===== config.mk =====
export PLATFORM = sky130hd
export DESIGN_NAME = mem_stage
export DESIGN_NICKNAME = d
export VERILOG_FILES = /design/src/rtl/mem_stage.sv
export SDC_FILE = /design/constraint.sdc
export NUM_CORES = 1
export LEC_CHECK = 0
export ABC_AREA = 1
export CAP_MARGIN = 20
export CORE_ASPECT_RATIO = 1.1
export CORE_MARGIN = 3
export CORE_UTILIZATION = 35
export CTS_CLUSTER_SIZE = 28
export DETAILED_ROUTE_END_ITERATION = 12
export GPL_TIMING_DRIVEN = 0
export PLACE_DENSITY = 0.74
export SETUP_SLACK_MARGIN = 0.2
export SLEW_MARGIN = 25
export SYNTH_ARGS = -nofsm -noshare
export SYNTH_HDL_FRONTEND = slang
export SYNTH_SLANG_ARGS = --single-unit

===== constraint.sdc =====
create_clock -name clk -period 3.95 [get_ports clk]
set_input_delay 0.395 -clock clk [delete_from_list [all_inputs] [get_ports clk]]
set_output_delay 0.395 -clock clk [all_outputs]
set_load 0.03 [all_outputs]

===== src/rtl/mem_stage.sv =====
// Memory-access pipeline stage: latches execute-stage outputs, runs one req/ack
// data-memory transaction per LD/ST/LDR and stalls upstream until it completes.
`timescale 1ns/1ps

`ifndef INST_NOP
`define INST_NOP 32'h8000_0000
`endif
`ifndef INST_BNE_EXCEPT
`define INST_BNE_EXCEPT 32'h47FF_FFFF
`endif

module mem_stage #(
    parameter int TIMEOUT   = 16,
    parameter int TIMEOUT_W = 5
) (
    input  logic        clk,
    input  logic        rst,
    input  logic [31:0] pc,
    input  logic [31:0] ir,
    input  logic [31:0] y,
    input  logic [31:0] d,
    output logic        stall,
    output logic        dmem_req,
    output logic        dmem_we,
    output logic [31:0] dmem_addr,
    output logic [31:0] dmem_wdata,
    input  logic        dmem_ack,
    input  logic [31:0] dmem_rdata,
    output logic        mem_fault,
    output logic [31:0] pc_next,
    output logic [31:0] ir_next,
    output logic [31:0] y_next
);

    localparam logic [5:0] OP_LD  = 6'b011000;
    localparam logic [5:0] OP_ST  = 6'b011001;
    localparam logic [5:0] OP_LDR = 6'b011111;
    localparam logic [TIMEOUT_W-1:0] COUNT_LAST = TIMEOUT_W'(TIMEOUT - 1);
    localparam logic [TIMEOUT_W-1:0] COUNT_ONE  = TIMEOUT_W'(1);

    typedef enum logic {IDLE, WAIT} state_t;

    state_t               state_reg, state_next;
    logic [TIMEOUT_W-1:0] count_reg, count_next;
    logic [31:0]          pc_mem_reg, ir_mem_reg, y_mem_reg, d_mem_reg;

    logic [5:0] opcode;
    logic       is_st, mem_op, misaligned, complete;

    assign opcode     = ir_mem_reg[31:26];
    assign is_st      = (opcode == OP_ST);
    assign mem_op     = (opcode == OP_LD) || is_st || (opcode == OP_LDR);
    assign misaligned = mem_op && (y_mem_reg[1:0] != 2'b00);

    // Address and data come straight from the frozen stage regs, so they stay
    // stable for the whole transaction without separate holding registers.
    assign dmem_we    = is_st;
    assign dmem_addr  = {y_mem_reg[31:2], 2'b00};
    assign dmem_wdata = d_mem_reg;
    assign pc_next    = pc_mem_reg;

    always_ff @(posedge clk or posedge rst) begin
        if (rst) begin
            state_reg  <= IDLE;
            count_reg  <= '0;
            pc_mem_reg <= '0;
            ir_mem_reg <= `INST_NOP;
            y_mem_reg  <= '0;
            d_mem_reg  <= '0;
        end else begin
            state_reg <= state_next;
            count_reg <= count_next;
            if (!stall) begin
                pc_mem_reg <= pc;
                ir_mem_reg <= ir;
                y_mem_reg  <= y;
                d_mem_reg  <= d;
            end
        end
    end

    always_comb begin
        state_next = state_reg;
        count_next = count_reg;
        dmem_req   = 1'b0;
        stall      = 1'b0;
        mem_fault  = 1'b0;
        complete   = 1'b0;
        case (state_reg)
            IDLE: begin
                if (misaligned) begin
                    mem_fault = 1'b1;
                end else if (mem_op) begin
                    dmem_req = 1'b1;
                    if (dmem_ack) begin
                        complete = 1'b1;
                    end else begin
                        stall      = 1'b1;
                        state_next = WAIT;
                        count_next = COUNT_ONE;
                    end
                end
            end
            WAIT: begin
                dmem_req = 1'b1;
                // An ack arriving on the last allowed cycle still completes.
                if (dmem_ack) begin
                    complete   = 1'b1;
                    state_next = IDLE;
                    count_next = '0;
                end else if (count_reg == COUNT_LAST) begin
                    dmem_req   = 1'b0;
                    mem_fault  = 1'b1;
                    state_next = IDLE;
                    count_next = '0;
                end else begin
                    stall      = 1'b1;
                    count_next = count_reg + COUNT_ONE;
                end
            end
            default: begin
                state_next = IDLE;
                count_next = '0;
            end
        endcase

        ir_next = ir_mem_reg;
        if (mem_fault) begin
            ir_next = `INST_BNE_EXCEPT;
        end else if (stall) begin
            ir_next = `INST_NOP;
        end
        y_next = (complete && !is_st) ? dmem_rdata : y_mem_reg;
    end

endmodule


==> impl_metrics.csv <==
group,metric,value,unit
outcome,status,"finished, final reports clean",
clock_network,cts_tree,"built",
worst_setup_path,reg2reg_from,"ir_mem_reg[31]",
drt,postRouteWirelength,22800,µm
worst_setup_path,critPathLaunchType,"register",
synth,yosys.area.top_type,"dfrtp_1",
synth,synthTopCellsByCount,"nand2_1, nand3_1, dfrtp_1",
synth,synth.area.top_cells,"dfrtp_1, nand2_1, nand3_1, buf_4, buf_2",
min_path,hold_class,"in2async",
synth,ys_ff_latch,134,
synth,postSynthCellCount,828,
grt,grt_pass1_vias,6800,
die,initial_core_util,0.3623,
pwr,vdd_drop_max,0.3057,mV
sta,fin_crit,3453,ps
synth,synth_most_common_cell,"nand2_1",
final_layout,layout.nets,1341,
sta,maxSlewHeadroom,0.5197,
worst_setup_path,r2r_setup_slack,1810,ps
worst_setup_path,ff2ff_path_depth,8,
worst_setup_path,crit_fanout,10,
drt,drc,0,
drt,drtIter0Drc,269,
clock_network,cts-resized-gates,0,
synth,ys_warn_count,0,
sta,fmax,0.2896,GHz
drt,viasPerCell,4.737,
worst_setup_path,endpoint,"ir_next[25]",
worst_setup_path,worst-setup-path-type,"reg2out",
sta,worstMarginPinSlew,720.5,ps
synth,ys_types,24,
placed_design,place.gp.congestion,0.8481,
drt,num_vias,6760,
sta,fin_crit_sh,0.8742,
grt,grt_use_total,0.2222,
synth,async_flop_share,1.000,
drt,dr.pass1.iters,7,
final_layout,fin_util,0.5988,
die,ios,327,
clock_network,cts-root-buf,"clkbuf_16",
synth,synth.avg_cell_area,7.846,µm²
synth,synth_enable_flop_cells,0,
worst_setup_path,crit_start,"count_reg[0]",
worst_setup_path,timing.rr.end,"ir_mem_reg[30]",
pwr,power.density,368.7,nW/µm²
drt,wl_per_cell,15.98,µm
die,fp.dieH,148.9,µm
grt,grt_remaining_overflow,0,
sta,setup_viol_count_final,0,
pwr,leakagePower,0.005198,µW
sta,report.final.slew_viol_count,0,
grt,grt_max_degree,31,
sta,tns,0,ps
clock_network,cts_htree_levels,4,
worst_setup_path,cp.arrival,3060,ps
synth,synthFlopType,"dfrtp_1",
die,die_width,135.9,µm
final_layout,drive_above_1_share,0.1060,
final_layout,diodes,0,
drt,ant_nets,0,
sta,finalHoldViolCount,0,
grt,antenna_found_initial,0,
worst_setup_path,cp-end-kind,"primary output",
placed_design,hpwl,17780,µm
worst_setup_path,required,3560,ps
clock_network,hold_buffers,0,
die,coreArea,17930,µm²
clock_network,worst_skew_pair.late_latency,410,ps
clock_network,cts_buffers,17,
clock_network,cts.clk_slew.worst_paths,60,ps
synth,synth_seq_area_share,0.5164,
die,dieArea,20230,µm²
die,rows,51,
clock_network,cts_buffer_depth,2,
sta,rsz0062_at_grt,"false",
synth,synth_top_area_share,0.5123,
sta,fin_skew,11.84,ps
clock_network,cts_num_sinks,134,
flow_run,cap_violations,0,
grt,grt_pass1_wl,35200,µm
placed_design,io_buffer_count,324,
clock_network,post_cts.repair.setup_buffers,0,
final_layout,area_delta_synth_final,65.29,%
synth,netlist_area,6496,µm²
layout make-up:
cell class / instances / area [µm²]
buffer: 92 / 583.1
clock buffer: 17 / 425.4
clock inverter: 14 / 152.6
fill: 1655 / 7193
inverter: 14 / 56.30
multi-input combinational: 589 / 2510
sequential: 134 / 3354
tap: 238 / 297.8
timing repair buffer: 329 / 3358
critical path, cell delays in order (launching register included):
cell,delay (ps)
dfrtp_1,390
ha_1,210
nand3_1,110
nor2_1,230
nor2_1,120
inv_2,120
buf_2,280
buf_2,280
nand3_1,110
nand2_1,80
clkdlybuf4s50_1,730
cells by family (layout without fill, tap and decap cells):
| family | after synthesis | after routing | synth area share |
|---|---|---|---|
| simple gates | 579 | 579 | 0.3752 |
| flops | 134 | 134 | 0.5164 |
| buf+inv | 106 | 466 | 0.09784 |
| compound gates | 5 | 5 | 0.005392 |
| xor+xnor | 2 | 2 | 0.002697 |
| fa+ha+maj | 1 | 1 | 0.001926 |
| other cells | 1 | 2 | 0.0005773 |
where the power goes:
part / internal (µW) / leakage, µW / total [µW] / switching [µW]
logic: 429 / 0.00335 / 873 / 443
registers: 1460 / 0.00157 / 1530 / 64.6
clock network: 932 / 0.000272 / 1560 / 627
total: 2820 / 0.00520 / 3960 / 1140
metrics by stage:
stage / hold slack, ps / total power, µW / std cells / cell area [µm²] / setup WS, ps
floorplan: 442.7 / 1969 / 829 / 6504 / 1578
global placement: 453.3 / 2406 / 1391 / 10040 / 546.0
detailed placement: 452.9 / 2431 / 1396 / 10160 / 790.1
CTS: 318.8 / 4003 / 1427 / 10740 / 466.3
global route: 341.2 / 4121 / 1427 / 10740 / 276.9
finish: 322.6 / 3960 / 1427 / 10740 / 496.7
worst min path at each step:
stage / cells past startpoint / end / slack [ps]
3_5_place_dp: 2 / ir_mem_reg[31] / 450
3_3_place_gp: 2 / dmem_wdata[15] / 450
2_1_floorplan: 2 / ir_mem_reg[0] / 440
4_1_cts: 2 / dmem_wdata[25] / 320
5_1_grt: 2 / dmem_wdata[25] / 340
6_report: 2 / dmem_wdata[25] / 320
per-layer routing:
| metal | vias to the layer above | routed length [µm] | global-route usage |
|---|---|---|---|
| li1 | 3306 | - | - |
| met1 | 3139 | 8582 | 0.2500 |
| met2 | 271 | 11210 | 0.3805 |
| met3 | 44 | 2313 | 0.08704 |
| met4 | 0 | 700 | 0.08367 |
| met5 | - | 0 | 0 |
cells in the final DEF (no fill, tap or decap), drive strengths merged:
master / netlist / routed
xor2: 1 / 1
dfstp: 1 / 1
nand3: 194 / 194
nor3b: 1 / 1
clkinv: 2 / 7
clkbuf: 11 / 28
a21boi: 2 / 2
clkinvlp: 0 / 5
o21ai: 1 / 1
nor3: 1 / 1
inv: 12 / 14
bufinv: 0 / 2
o22ai: 1 / 1
a21oi: 1 / 1
clkdlybuf4s50: 0 / 324
ha: 1 / 1
conb: 1 / 2
nand4: 1 / 1
dfrtp: 133 / 133
buf: 81 / 86
xnor2: 1 / 1
nor2: 10 / 10
nand2: 372 / 372
Power figures use the tool's default switching activity.
